$ cat src/rtl/lsu_ctrl.sv
// Load/store sequencer: accepts one request, checks alignment and range, runs a
// single-cycle memory access and returns a one-cycle response with debug counters.
module lsu_ctrl #(
  parameter int unsigned MEM_BYTES = 2048,
  parameter int unsigned CNT_W     = 16
) (
  input  logic             clk,
  input  logic             rst,
  input  logic             req_valid,
  output logic             req_ready,
  input  logic             req_store,
  input  logic [1:0]       req_size,
  input  logic             req_unsigned,
  input  logic [31:0]      req_addr,
  input  logic [31:0]      req_wdata,
  output logic             resp_valid,
  output logic             resp_err,
  output logic [31:0]      resp_rdata,
  output logic             MemR,
  output logic             MemWr,
  output logic [1:0]       MemWrBits,
  output logic [2:0]       MemRBits,
  output logic [31:0]      MemAddr,
  output logic [31:0]      MemWData,
  input  logic [31:0]      MemRData,
  output logic [CNT_W-1:0] cnt_load,
  output logic [CNT_W-1:0] cnt_store,
  output logic [CNT_W-1:0] cnt_err
);

  typedef enum logic [1:0] {IDLE, ACCESS, RESP} state_e;

  state_e           state_q, state_d;
  logic             store_q, store_d;
  logic [1:0]       size_q, size_d;
  logic             uns_q, uns_d;
  logic [31:0]      addr_q, addr_d;
  logic [31:0]      wdata_q, wdata_d;
  logic             err_q, err_d;
  logic [31:0]      rdata_q, rdata_d;
  logic [CNT_W-1:0] cntLoad_q, cntLoad_d;
  logic [CNT_W-1:0] cntStore_q, cntStore_d;
  logic [CNT_W-1:0] cntErr_q, cntErr_d;
  logic             reqErr;
  logic [2:0]       readCode;

  always_comb begin
    reqErr = (req_size == 2'b11)
           || (req_size == 2'b01 && req_addr[0])
           || (req_size == 2'b00 && req_addr[1:0] != 2'b00)
           || (req_addr >= 32'(MEM_BYTES));
  end

  // Memory read code: the memory does lane selection and extension itself.
  always_comb begin
    readCode = 3'b000;
    case (size_q)
      2'b01:   readCode = uns_q ? 3'b001 : 3'b010;
      2'b10:   readCode = uns_q ? 3'b011 : 3'b100;
      default: readCode = 3'b000;
    endcase
  end

  always_comb begin
    state_d    = state_q;
    store_d    = store_q;
    size_d     = size_q;
    uns_d      = uns_q;
    addr_d     = addr_q;
    wdata_d    = wdata_q;
    err_d      = err_q;
    rdata_d    = rdata_q;
    cntLoad_d  = cntLoad_q;
    cntStore_d = cntStore_q;
    cntErr_d   = cntErr_q;
    req_ready  = 1'b0;
    resp_valid = 1'b0;
    MemR       = 1'b0;
    MemWr      = 1'b0;
    MemWrBits  = 2'b00;
    MemRBits   = 3'b000;
    MemAddr    = 32'h0;
    MemWData   = 32'h0;
    case (state_q)
      IDLE: begin
        req_ready = 1'b1;
        if (req_valid) begin
          store_d = req_store;
          size_d  = req_size;
          uns_d   = req_unsigned;
          addr_d  = req_addr;
          wdata_d = req_wdata;
          if (reqErr) begin
            err_d    = 1'b1;
            rdata_d  = 32'h0;
            cntErr_d = cntErr_q + CNT_W'(1);
            state_d  = RESP;
          end else begin
            err_d   = 1'b0;
            state_d = ACCESS;
          end
        end
      end
      ACCESS: begin
        // Strobes are gated by rst so a store racing a reset never writes.
        MemAddr = addr_q;
        if (store_q) begin
          MemWr      = ~rst;
          MemWrBits  = size_q;
          MemWData   = wdata_q;
          rdata_d    = 32'h0;
          cntStore_d = cntStore_q + CNT_W'(1);
        end else begin
          MemR      = ~rst;
          MemRBits  = readCode;
          rdata_d   = MemRData;
          cntLoad_d = cntLoad_q + CNT_W'(1);
        end
        state_d = RESP;
      end
      RESP: begin
        resp_valid = 1'b1;
        state_d    = IDLE;
      end
      default: state_d = IDLE;
    endcase
  end

  always_ff @(posedge clk) begin
    if (rst) begin
      state_q    <= IDLE;
      store_q    <= 1'b0;
      size_q     <= 2'b00;
      uns_q      <= 1'b0;
      addr_q     <= 32'h0;
      wdata_q    <= 32'h0;
      err_q      <= 1'b0;
      rdata_q    <= 32'h0;
      cntLoad_q  <= '0;
      cntStore_q <= '0;
      cntErr_q   <= '0;
    end else begin
      state_q    <= state_d;
      store_q    <= store_d;
      size_q     <= size_d;
      uns_q      <= uns_d;
      addr_q     <= addr_d;
      wdata_q    <= wdata_d;
      err_q      <= err_d;
      rdata_q    <= rdata_d;
      cntLoad_q  <= cntLoad_d;
      cntStore_q <= cntStore_d;
      cntErr_q   <= cntErr_d;
    end
  end

  assign resp_err   = err_q;
  assign resp_rdata = rdata_q;
  assign cnt_load   = cntLoad_q;
  assign cnt_store  = cntStore_q;
  assign cnt_err    = cntErr_q;

endmodule

$ cat config.mk
export PLATFORM = sky130hd
export DESIGN_NAME = lsu_ctrl
export DESIGN_NICKNAME = d
export VERILOG_FILES = /design/src/rtl/lsu_ctrl.sv
export SDC_FILE = /design/constraint.sdc
export NUM_CORES = 1
export LEC_CHECK = 0
export CAP_MARGIN = 25
export CORE_MARGIN = 1
export CORE_UTILIZATION = 45
export CTS_CLUSTER_SIZE = 25
export DETAILED_ROUTE_END_ITERATION = 8
export PLACE_DENSITY = 0.81
export SETUP_SLACK_MARGIN = 0.05
export SLEW_MARGIN = 10
export SYNTH_ARGS = -nofsm -noshare
export SYNTH_HDL_FRONTEND = slang
export SYNTH_SLANG_ARGS = --single-unit
$ cat constraint.sdc
create_clock -name clk -period 2.1 [get_ports clk]
set_input_delay 0.315 -clock clk [delete_from_list [all_inputs] [get_ports clk]]
set_output_delay 0.315 -clock clk [all_outputs]
set_load 0.02 [all_outputs]
# [After elaboration in Yosys (flattened, before gate mapping)]
# Cells that the tools add are included.
[totals] wordCells=63 output_inout_bits=154 ff_bits=151 in_bits=103
[classes] mux=24 bitwise=2 n_lt_le_gt_ge=1 reduce_logical=14 n_eq_ne=8 n_addsub=3
[ops] op="32-bit 2-to-1 mux" n=6
[ops] op="32-bit case mux with 2 select lines" n=1
[ops] op="16-bit by 1-bit adder with 16-bit output (second input constant)" n=3
[ops] op="32-bit by 12-bit greater-or-equal comparator with 1-bit output (second input constant)" n=1
[ops] op="2-bit 2-to-1 mux" n=5
[ops] op="3-bit 2-to-1 mux" n=3
[ops] op="1-bit 2-to-1 mux" n=7
[ops] op="2-bit by 1-bit equality test with 1-bit output (second input constant)" n=3
[ops] op="2-bit equality test (second input constant)" n=3
[ops] op="3-bit case mux with 2 select lines" n=1
[ops] op="2-bit AND reduction" n=3
[ops] op="3-bit AND reduction" n=2
[ops] op="2-bit logical NOT" n=2
[ops] op="2-bit != test (second input constant)" n=2
[ops] op="2-bit case mux with 2 select lines" n=1
[ops] op="2-bit nonzero test" n=2
[ops] op="1-bit logical OR" n=3
[ops] op="1-bit logical AND" n=2
[ops] op="1-bit inverter" n=2

# [Logic depth before layout (Yosys ltp)]
[logic_depth] ltp_word=8 mapped_depth=7 mapped_depth_nobuf=5

# [Worst setup path after synthesis]
# No wires, ideal clock.
[synth_timing] path_type="register to output" from="register state_q[0]" to="output port MemRBits[0]" arrival_time_ps=1680 slack_ps=105 required_time_ps=1785 stages_incl_launch_ff=4 path_cell_list="dfxtp_1 > buf_2 > or3b_1 > nor4b_1"
[synth_via] elab_chain_cells=2
[synth_lines] element="start: declaration" line="33" source="state_e state_q, state_d;"
[synth_lines] element="start signal: assignment" line="143" source="state_q <= state_d;"
[synth_lines] element="2-bit by 1-bit equality test with 1-bit output" line="84" source="case (state_q)"
[synth_lines] element="3-bit 2-to-1 mux" line="84"
[synth_lines] element="end: declaration" line="22" source="output logic [2:0] MemRBits,"
# Every way passes these cells.

# [Final worst setup path]
[layout_timing] from="register state_q[1]" to="output port MemWData[5]"
[layout_via] elab_chain_cells=2
[layout_lines] element="2-bit by 1-bit equality test with 1-bit output" line="84"
[layout_lines] element="32-bit 2-to-1 mux" line="84"
[layout_lines] element="end: declaration" line="24" source="output logic [31:0] MemWData,"
# Every way passes these cells.

==> impl_metrics.py <==
metrics = {
    "route": {
        "drt_iter0_markers": 373,
        "dr_total_vias": 6912,
        "postRouteAntennaNets": 0,
        "drc": 0,
        "wl_per_cell_um": 16.2,
        "firstDrtPassIters": 4,
        "viasPerCell": 5.25,
        "totalWireLength_um": 21400,
    },
    "timing": {
        "finalSetupViolCount": 0,
        "holdWs_ps": 188,
        "slew_headroom_pct": 37.4,
        "fin_crit_sh_pct": 99.1,
        "period_needed_ps": 2080,
        "tns_ps": 0,
        "finalHoldViolations": 0,
        "timing.fmax_ghz": 0.481,
        "slew_violations": 0,
        "rsz0062_at_grt": "true",
        "fin_skew_ps": 6.38,
        "worstMarginPinSlew_ps": 940,
    },
    "synth": {
        "synthCells": 831,
        "ys_types": 47,
        "synth_nets": 939,
        "synth_warnings": 0,
        "synth_edf_count": 0,
        "ys_seq_area_share_pct": 42.6,
        "ys_top_cells_by_area": "dfxtp_1, nand2_1, o41ai_2",
        "netlist.area_leader.share_pct": 42.6,
        "syn_area_per_cell_um2": 8.53,
        "ys.flop_type": "dfxtp_1",
        "yosys.area.top_type": "dfxtp_1",
        "synth-async-reset-ratio_pct": 0,
        "ys_ff_latch": 151,
        "netlist_area_um2": 7090,
    },
    "placed_design": {
        "dp_hpwl_um": 14000,
        "portBuffers": 256,
        "placed_area_um2": 9990,
        "gp_congestion": 0.802,
    },
    "status": {
        "outcome": "complete, no violations",
    },
    "critical_path": {
        "r2r_slack_ps": 90,
        "cp_max_fo": 6,
        "worstSetupStartpointType": "flop",
        "worstSetupPathType": "reg2out",
        "crit_required_ps": 1780,
        "cp-end-kind": "output port",
        "crit_arrival_ps": 1770,
    },
    "cts": {
        "cts_tree": "built",
        "clock_path_buffers": 2,
        "cts_made_buffers": 17,
        "root_buffer": "clkbuf_16",
        "clk_pin_slew_worst_paths_ps": 60,
        "clk_latency_ps": 430,
        "htree_levels": 4,
        "cts.sinks": 151,
        "postCtsHoldBufs": 0,
    },
    "global_route": {
        "grt-ovfl-total": 0,
        "grt_pass1_vias": 6566,
        "grt_use_total_pct": 26.0,
        "grt_max_degree": 83,
        "antenna_found_initial": 0,
        "grt_pass1_wl_um": 33000,
    },
    "final_layout": {
        "fin_area_um2": 10800,
        "nNetsFinal": 1200,
        "area_growth_pct": 53.0,
        "diodes": 0,
        "final_cell_mix": "clkdlybuf4s50_1, nand2_1, dfxtp_1",
        "layout_commonest_cell": "clkdlybuf4s50_1",
        "drive_gt1_share_pct": 21.7,
    },
    "die": {
        "coreArea_um2": 15300,
        "initial_core_util_pct": 46.3,
        "dieArea_um2": 16300,
        "die_h_um": 128,
        "dieWidth_um": 128,
        "ios": 257,
        "rows": 45,
    },
    "pwr": {
        "finalPower_mw": 6.48,
        "peakVddDrop_uv": 532,
        "leakagePower_nw": 4.23,
        "p_per_area_nw_per_um2": 598,
    },
    "min_path": {
        "hold_class": "in2reg",
    },
    "run": {
        "cap_violations": 0,
    },
}
==> cell usage after synthesis (4+ instances only) <==
| cell type | number |
|---|---|
| nand2_1 | 158 |
| dfxtp_1 | 151 |
| a21oi_1 | 84 |
| and2_1 | 68 |
| clkbuf_1 | 41 |
| nor2_1 | 39 |
| inv_1 | 37 |
| a22oi_1 | 32 |
| o41ai_2 | 29 |
| nor2b_1 | 19 |
| nand4_1 | 18 |
| buf_2 | 15 |
| mux2_1 | 13 |
| xor2_1 | 13 |
| nand3_1 | 10 |
| o21ai_0 | 9 |
| or3_1 | 9 |
| and3_1 | 8 |
| a311oi_1 | 7 |
| a31oi_1 | 7 |
| and4_1 | 6 |
| buf_1 | 5 |
| ha_1 | 5 |
| o31ai_1 | 5 |
| or4_1 | 5 |
| buf_6 | 4 |
==> per-stage QoR <==
step	setup slack [ps]	cells	util, %
2_1_floorplan	105	831	-
3_3_place_gp	-196	1270	65.3
3_5_place_dp	-214	1270	65.3
4_1_cts	-102	1307	69.9
5_1_grt	-25.7	1316	70.8
6_report	19.8	1316	70.8
==> cell families after synthesis <==
| kind of cell | after synthesis | synth area share (%) |
|---|---|---|
| simple gates | 359 | 25.5 |
| flops | 151 | 42.6 |
| buf+inv | 102 | 6.09 |
| fa+ha+maj | 5 | 0.883 |
| compound gates | 181 | 20.1 |
| xor+xnor | 16 | 1.98 |
| mux | 17 | 2.77 |
==> cell type report <==
class	instances	area, um2
Fill cell	1202	4470
Timing Repair Buffer	307	3070
Inverter	37	139
Clock inverter	12	104
Sequential cell	151	3030
Clock buffer	20	457
Tap cell	211	264
Multi-Input combinational cell	578	3790
==> path summary, 6_finish.rpt <==
kind,from,endpoint,cells after the start
setup / recovery,state_q[1],MemWData[5],5
setup reg to reg,state_q[1],cnt_store[11],7
hold / removal,rst,uns_q,2
hold reg to reg,addr_q[0],addr_q[0],2
==> layer usage <==
| layer | vias up | share of wire, % | GRT usage [%] |
|---|---|---|---|
| met3 | 37 | 7.5 | 8.38 |
| li1 | 3394 | - | - |
| met2 | 226 | 50 | 45.0 |
| met5 | - | 0 | 0 |
| met1 | 3255 | 40 | 30.0 |
| met4 | 0 | 2.2 | 9.17 |
==> report_power, final <==
part           internal, mW  switching, mW
logic                 0.302          0.295
clock network          1.68           1.22
registers              2.95         0.0393
total                  4.93           1.55
==> worst max-delay path, stage by stage, from the launching register on <==
cell       delay, ps
dfxtp_2          320
buf_6            120
and3b_4          450
clkbuf_16        200
and2_4           140
buf_6            110
==> what timing repair did <==
action	4_1_cts	5_1_grt
pin swaps	1	24
resized for setup	352	63
buffers inserted	1	5
gates cloned	4	3
setup endpoints to repair	73	73
==> registers in the layout, summed over array words and instances, names as in the netlist <==
| signal | cells |
|---|---|
| wdata_q | 32 |
| resp_err | 1 |
| resp_rdata | 32 |
| cnt_store | 16 |
| state_q | 2 |
| addr_q | 32 |
| cnt_load | 16 |
| uns_q | 1 |
| size_q | 2 |
| store_q | 1 |
| cnt_err | 16 |
No activity file was read; power rests on OpenSTA's default activity.
